<file path="src/rtl/rom_dl_loader.sv">
// HPS ioctl download to ROM write-port bridge: one-byte buffer with ioctl_wait backpressure,
// load statistics (count, checksum, error) and a core reset hold that releases after a settle time.
module rom_dl_loader #(
  parameter int          ADDR_W      = 14,
  parameter int          ROM_BYTES   = 16384,
  parameter int          HOLD_CYCLES = 16,
  parameter logic [7:0]  DL_INDEX    = 8'd0
) (
  input  logic              clk_sys,
  input  logic              nRESET,
  input  logic              ioctl_download,
  input  logic [7:0]        ioctl_index,
  input  logic              ioctl_wr,
  input  logic [24:0]       ioctl_addr,
  input  logic [7:0]        ioctl_dout,
  output logic              ioctl_wait,
  output logic [ADDR_W-1:0] dn_addr,
  output logic [7:0]        dn_data,
  output logic              dn_wr,
  input  logic              dn_ready,
  output logic              core_reset,
  output logic              load_ok,
  output logic              load_err,
  output logic [ADDR_W:0]   byte_count,
  output logic [7:0]        checksum,
  output logic [2:0]        o_dbg_state
);

  // Handshake: dn_wr rises with a buffered byte and holds dn_addr/dn_data stable until a rising
  // clk_sys edge samples dn_ready high; ioctl_wait mirrors dn_wr so hps_io stalls meanwhile.
  localparam logic [2:0] ST_IDLE = 3'd0;
  localparam logic [2:0] ST_LOAD = 3'd1;
  localparam logic [2:0] ST_PEND = 3'd2;
  localparam logic [2:0] ST_HOLD = 3'd3;
  localparam logic [2:0] ST_DONE = 3'd4;

  localparam int                CNT_W        = (HOLD_CYCLES > 1) ? $clog2(HOLD_CYCLES) : 1;
  localparam logic [CNT_W-1:0]  LP_HOLD_INIT = CNT_W'(HOLD_CYCLES - 1);
  localparam logic [24:0]       LP_LIMIT     = 25'(ROM_BYTES);
  localparam logic [ADDR_W:0]   LP_FULL      = (ADDR_W + 1)'(ROM_BYTES);

  logic [2:0]        r_state;
  logic [CNT_W-1:0]  r_hold_cnt;
  logic              r_wait;
  logic              r_dn_wr;
  logic [ADDR_W-1:0] r_dn_addr;
  logic [7:0]        r_dn_data;
  logic              r_core_reset;
  logic              r_load_ok;
  logic              r_load_err;
  logic [ADDR_W:0]   r_byte_count;
  logic [7:0]        r_checksum;

  logic w_sel;
  logic w_in_range;

  assign w_sel      = ioctl_download && (ioctl_index == DL_INDEX);
  assign w_in_range = ioctl_addr < LP_LIMIT;

  always_ff @(posedge clk_sys) begin
    if (!nRESET) begin
      r_state      <= ST_IDLE;
      r_hold_cnt   <= '0;
      r_wait       <= 1'b0;
      r_dn_wr      <= 1'b0;
      r_dn_addr    <= '0;
      r_dn_data    <= '0;
      r_core_reset <= 1'b1;
      r_load_ok    <= 1'b0;
      r_load_err   <= 1'b0;
      r_byte_count <= '0;
      r_checksum   <= '0;
    end else begin
      case (r_state)
        ST_IDLE, ST_DONE: begin
          if (w_sel) begin
            r_state      <= ST_LOAD;
            r_byte_count <= '0;
            r_checksum   <= '0;
            r_load_err   <= 1'b0;
            r_load_ok    <= 1'b0;
            r_core_reset <= 1'b1;
          end
        end
        ST_LOAD: begin
          if (!w_sel) begin
            r_state    <= ST_HOLD;
            r_hold_cnt <= LP_HOLD_INIT;
          end else if (ioctl_wr) begin
            if (w_in_range) begin
              r_dn_addr    <= ioctl_addr[ADDR_W-1:0];
              r_dn_data    <= ioctl_dout;
              r_dn_wr      <= 1'b1;
              r_wait       <= 1'b1;
              r_checksum   <= r_checksum + ioctl_dout;
              r_state      <= ST_PEND;
              if (!(&r_byte_count)) r_byte_count <= r_byte_count + 1'b1;
            end else begin
              r_load_err <= 1'b1;
            end
          end
        end
        ST_PEND: begin
          // A strobe here means hps_io ignored ioctl_wait; the byte cannot be buffered.
          if (w_sel && ioctl_wr) r_load_err <= 1'b1;
          if (dn_ready) begin
            r_dn_wr <= 1'b0;
            r_wait  <= 1'b0;
            if (w_sel) begin
              r_state <= ST_LOAD;
            end else begin
              r_state    <= ST_HOLD;
              r_hold_cnt <= LP_HOLD_INIT;
            end
          end
        end
        ST_HOLD: begin
          if (r_hold_cnt == '0) begin
            r_state      <= ST_DONE;
            r_core_reset <= 1'b0;
            r_load_ok    <= (r_byte_count == LP_FULL) && !r_load_err;
          end else begin
            r_hold_cnt <= r_hold_cnt - 1'b1;
          end
        end
        default: r_state <= ST_IDLE;
      endcase
    end
  end

  assign ioctl_wait  = r_wait;
  assign dn_addr     = r_dn_addr;
  assign dn_data     = r_dn_data;
  assign dn_wr       = r_dn_wr;
  assign core_reset  = r_core_reset;
  assign load_ok     = r_load_ok;
  assign load_err    = r_load_err;
  assign byte_count  = r_byte_count;
  assign checksum    = r_checksum;
  assign o_dbg_state = r_state;

endmodule

</file>
<file path="config.mk">
export PLATFORM = sky130hd
export DESIGN_NAME = rom_dl_loader
export DESIGN_NICKNAME = d
export VERILOG_FILES = /design/src/rtl/rom_dl_loader.sv
export SDC_FILE = /design/constraint.sdc
export NUM_CORES = 1
export LEC_CHECK = 0
export BUFFER_PORTS_ARGS = -buffer_cell sky130_fd_sc_hd__buf_2
export CAP_MARGIN = 20
export CORE_ASPECT_RATIO = 1.1
export CORE_UTILIZATION = 46
export DETAILED_ROUTE_END_ITERATION = 12
export PLACE_DENSITY = 0.74
export SLEW_MARGIN = 5
export SYNTH_ARGS = -nofsm -noshare
export SYNTH_HDL_FRONTEND = slang
export SYNTH_SLANG_ARGS = --single-unit
</file>
<file path="constraint.sdc">
create_clock -name clk_sys -period 2.8 [get_ports clk_sys]
set_input_delay 0.28 -clock clk_sys [delete_from_list [all_inputs] [get_ports clk_sys]]
set_output_delay 0.28 -clock clk_sys [all_outputs]
set_load 0.005 [all_outputs]
</file>
Word level (Yosys, flattened, before mapping) --
Index checks and enable logic that the tools add are counted.
Storage, ports and cells: register bits after elaboration 56, latch bits 0, memory bits (writable) 0, bits in read-only memories 0, input bits 46, output and inout bits 53, memories kept 0
Cells by class: add/subtract/negate cells 3, $mul 0, div/mod/pow operators 0, order comparisons 1, equal/unequal tests 17, shift operators 0, mux-type cells 39, bitwise logic cells 0, reduce and logical (&&, ||, !) cells 22
Operator list (count):
- $mux W15 | 5
- $mux W8 | 4
- $pmux W15 S2 | 1
- $lt A25 B15 Y1 const B | 1
- $ne A2 B2 Y1 const B | 10
- $mux W3 | 6
- $pmux W8 S2 | 1
- $add A15 B1 Y15 const B | 1
- $eq A15 B15 Y1 const B | 1
- $reduce_and A15 Y1 | 1
- $reduce_and A5 Y1 | 3
- $mux W1 | 12
- $mux W4 | 3
- $pmux W3 S4 | 1
- $pmux W4 S3 | 1
- $reduce_and A6 Y1 | 2
- $add A8 B8 Y8 | 1
- $logic_not A8 Y1 | 1
- $eq A3 B2 Y1 const B | 2
- $ne A3 B3 Y1 const B | 2
- $pmux W1 S2 | 3
- $reduce_and A3 Y1 | 2
- $reduce_bool A2 Y1 | 3
- $reduce_bool A3 Y1 | 2
- 11 further kinds | 13

Longest topological paths before layout --
depth after elaboration 6, mapped depth 8, mapped depth without buffers 7

Worst setup path after synthesis --
Ideal clock, no wire load.
kind register -> register, start reg r_state[0] (netlist: o_dbg_state[0]), end reg r_state[1] (netlist: o_dbg_state[1]), library setup time 0.116 ns, arrival 1.789 ns, data required time 2.684 ns, setup slack 0.895 ns, stages on the path, launching flop included 6, cells stage by stage dfxtp_1 -> buf_2 -> or3b_1 -> or3b_2 -> and3_1 -> o211a_1
Between the ends: longest elaborated chain between the ends 4
Ends and longest elaborated chain:
- start: declaration | line 42 | logic [2:0] r_state;
- start signal: assignment | line 62 | r_state <= ST_IDLE;
- start signal: assignment | line 77 | r_state <= ST_LOAD;
- start signal: assignment | line 87 | r_state <= ST_HOLD;
- $eq A3 B3 Y1 or $logic_not A3 Y1 (tied branches) | line 74 | case (r_state)
- $reduce_or A2 Y1 | line 74
- $ne A2 B2 Y1 (no line)
- $reduce_and A5 Y1 (no line)
Parallel ways exist; a longest one is shown, timed or not. A chain may end at the register's enable or synchronous reset.

Worst setup path in the final report --
start reg r_state[0] (netlist: o_dbg_state[0]), end reg r_byte_count[3] (netlist: byte_count[3])
Between the ends: longest elaborated chain between the ends 4
Ends and longest elaborated chain:
- $eq A3 B3 Y1 or $logic_not A3 Y1 (tied branches) | line 74
- $reduce_or A2 Y1 | line 74
- $ne A2 B2 Y1 (no line) or $reduce_bool A2 Y1 (tied branches)
- $reduce_and A6 Y1 (no line)
- end signal: assignment | line 97 | if (!(&r_byte_count)) r_byte_count <= r_byte_count + 1'b1;
- end: declaration | line 51 | logic [ADDR_W:0] r_byte_count;
Parallel ways exist; a longest one is shown, timed or not.

==> out/results.txt <==
Synth top area share - 0.3735
Number of flops mapped to enable cells by yosys - 0
Layout area overhead - 20.68%
Most frequent cells after synthesis - 71 x nand2_1, 56 x dfxtp_1, 44 x a21oi_1
Final setup fails - 0
Initial core utilization - 0.4817
Req. time, crit path - 3.05 ns
Slew HR - 0.3540
Count leader, synth - nand2_1
Drt wl/cell - 13.98 µm
Dominant cells by area after synthesis - dfxtp_1 37%, nand2_1 8.9%, a21oi_1 7.3%
# hold bufs at CTS - 0
Worst slew pin tran - 0.9690 ns
WL final - 7.493 mm
CTS tree - yes
Die width - 79.02 µm
DR vias - 2958
FFs w/ async S/R, synth - 0
Worst Setup Start Kind - register
Setup crit end kind - register
Register area share after synthesis - 0.3735
Cell variety after synth - 58
Hpwl dp - 5.493 mm
Vias in the first global route - 2668
Chip height - 86.72 µm
Std cell rows - 30
Global-route wire length before repair - 12.18 mm
Slew Limit Fails - 0
Pleak - 1.533 nW
Worst-path fanout max - 27
Num CTS Buffers - 5
Max Root-Sink Buffers - 2
Largest net degree at the start of global routing - 28
Clock latency at the later pin of the worst-skew pair - 0.31 ns
Final Critical Period - 2.398 ns
Status - complete, no violations
Setup TNS - 0 ns
Initial antenna violation count - 0
Mapped Cells - 363
DR iter-0 viols - 191
IO Count - 99
Flops & latches, synth - 56
Fmax - 417.0 MHz
CP Class - reg2reg
Total core area - 0.006231 mm²
Fin crit share - 0.8565
Nets - 513
DRC viols - 0
GRT overflow - 0
Layout Skew - 0.008405 ns
Avg Cell Area, Syn - 8.269 µm²
Antenna viol nets, final - 0
Post-synth top flop - dfxtp_1
Max Cap Viol - 0
Worst hold-check path type - in2reg
Synth area leader - dfxtp_1
Global-route usage over all layers - 0.2199
Clock sinks - 56
Area after DPL - 0.003528 mm²
Vias/cell - 5.519
Drt pass-1 iters - 4
Placer Congestion - 0.8710
RSZ-0062 raised after global routing - false
PD cells - 480.2 mW/mm²
Post-Syn Area - 0.003002 mm²
Diode count - 0
Post-CTS setup buffer count - 0
CTS Root Cell - clkbuf_8
Crit path DAT - 2.64 ns
Syn Nets - 421
IO buf count - 98
Post-CTS Resized - 0
Final Hold Vio Count - 0
H-tree Lvls - 2
Clock-pin slew on the worst setup and hold paths - 0.10 ns
Worst VDD drop - 0.2637 mV
Share of cells above drive strength 1 - 0.2763
Die Area - 0.006853 mm²
Synth warn - 0
Final standard cell area without fillers - 0.003622 mm²
## worst paths after layout
check	from	end	slack, ns	cells after the start
hold / removal	ioctl_addr[1]	dn_addr[1]	0.20	3
setup reg to reg	o_dbg_state[0]	byte_count[3]	0.40	5
hold reg to reg	core_reset	core_reset	0.45	2
setup / recovery	o_dbg_state[0]	byte_count[3]	0.40	5
## area by class of cell
class / count / area [µm²]
fillers: 599 / 2609
inverters: 11 / 41.29
flip-flops and latches: 56 / 1121
multi-input cells: 277 / 1730
clock inverters: 1 / 7.507
well taps: 80 / 100.1
clock buffers: 7 / 86.33
repair buffers: 104 / 535.5
## layout by cell type (no fill, tap or decap), types with 3 or more instances in the layout
cell type and count:
buf_2 98, nand2_1 71, dfxtp_1 56, a21oi_1 44, nor2_1 16, nand3_1 15, ha_1 11, inv_1 10
nand2b_1 8, nand4_1 7, nor4_1 7, a22oi_1 6, or4_1 6, o31ai_1 6, mux2i_1 6, clkbuf_8 6
buf_4 6, xor2_1 5, a21o_1 5, o21ai_0 5, nor3_1 4, nand4b_1 4, and4_1 4, or2_2 3
and3_1 3
## report_power, final
| group | leakage (nW) | switching, mW | internal, mW |
|---|---|---|---|
| combinational | 1.04 | 0.218 | 0.174 |
| sequential | 0.452 | 0.0446 | 0.837 |
| clock | 0.0445 | 0.264 | 0.202 |
| total | 1.53 | 0.526 | 1.21 |
## logic make-up (layout without fill, tap and decap cells)
family	after synthesis	after routing	share of synthesized area
AND/OR/NAND/NOR	167	167	0.3076
adder cells (fa/ha/maj)	12	12	0.05252
flip-flops	56	56	0.3735
AO/OA/AOI/OAI	86	86	0.1788
XOR/XNOR	6	6	0.01751
buffers and inverters	30	123	0.05002
multiplexers	6	6	0.02001
## layer usage
layer  share of wire  global-route usage  routed length, µm  vias up
met1            0.45              0.2800               3347     1388
met2            0.50              0.3926               3781       71
met4          0.0079             0.05620                 59        0
met3           0.041             0.02526                305        7
li1                -                   -                  -     1492
met5               0                   0                  0        -
## metrics by stage
| step | power, mW | hold slack (ns) | util | cells | setup slack [ns] |
|---|---|---|---|---|---|
| finish | 1.739 | 0.1997 | 0.5813 | 536 | 0.4018 |
| global route | 1.824 | 0.1955 | 0.5813 | 536 | 0.2334 |
| CTS | 1.746 | 0.1919 | 0.5813 | 536 | 0.3935 |
| detailed placement | 1.287 | 0.4344 | 0.5663 | 528 | 0.3929 |
| global placement | 1.273 | 0.4327 | 0.5663 | 528 | 0.4806 |
| floorplan | 1.157 | 0.4205 | - | 363 | 0.8948 |
## worst max-delay path, cell delays in order (launching register included)
cell      delay (ns)
dfxtp_1         0.55
and4bb_2        0.29
nand4_1         0.15
a22o_1          0.56
or4_1           0.62
a21oi_1         0.16
## state kept, by name, summed over array words and instances (netlist names)
register and count:
dn_data 8, byte_count 15, load_ok 1, dn_addr 14, o_dbg_state 3, dn_wr 1
checksum 8, r_hold_cnt 4, load_err 1, core_reset 1
Power figures use the tool's default switching activity.
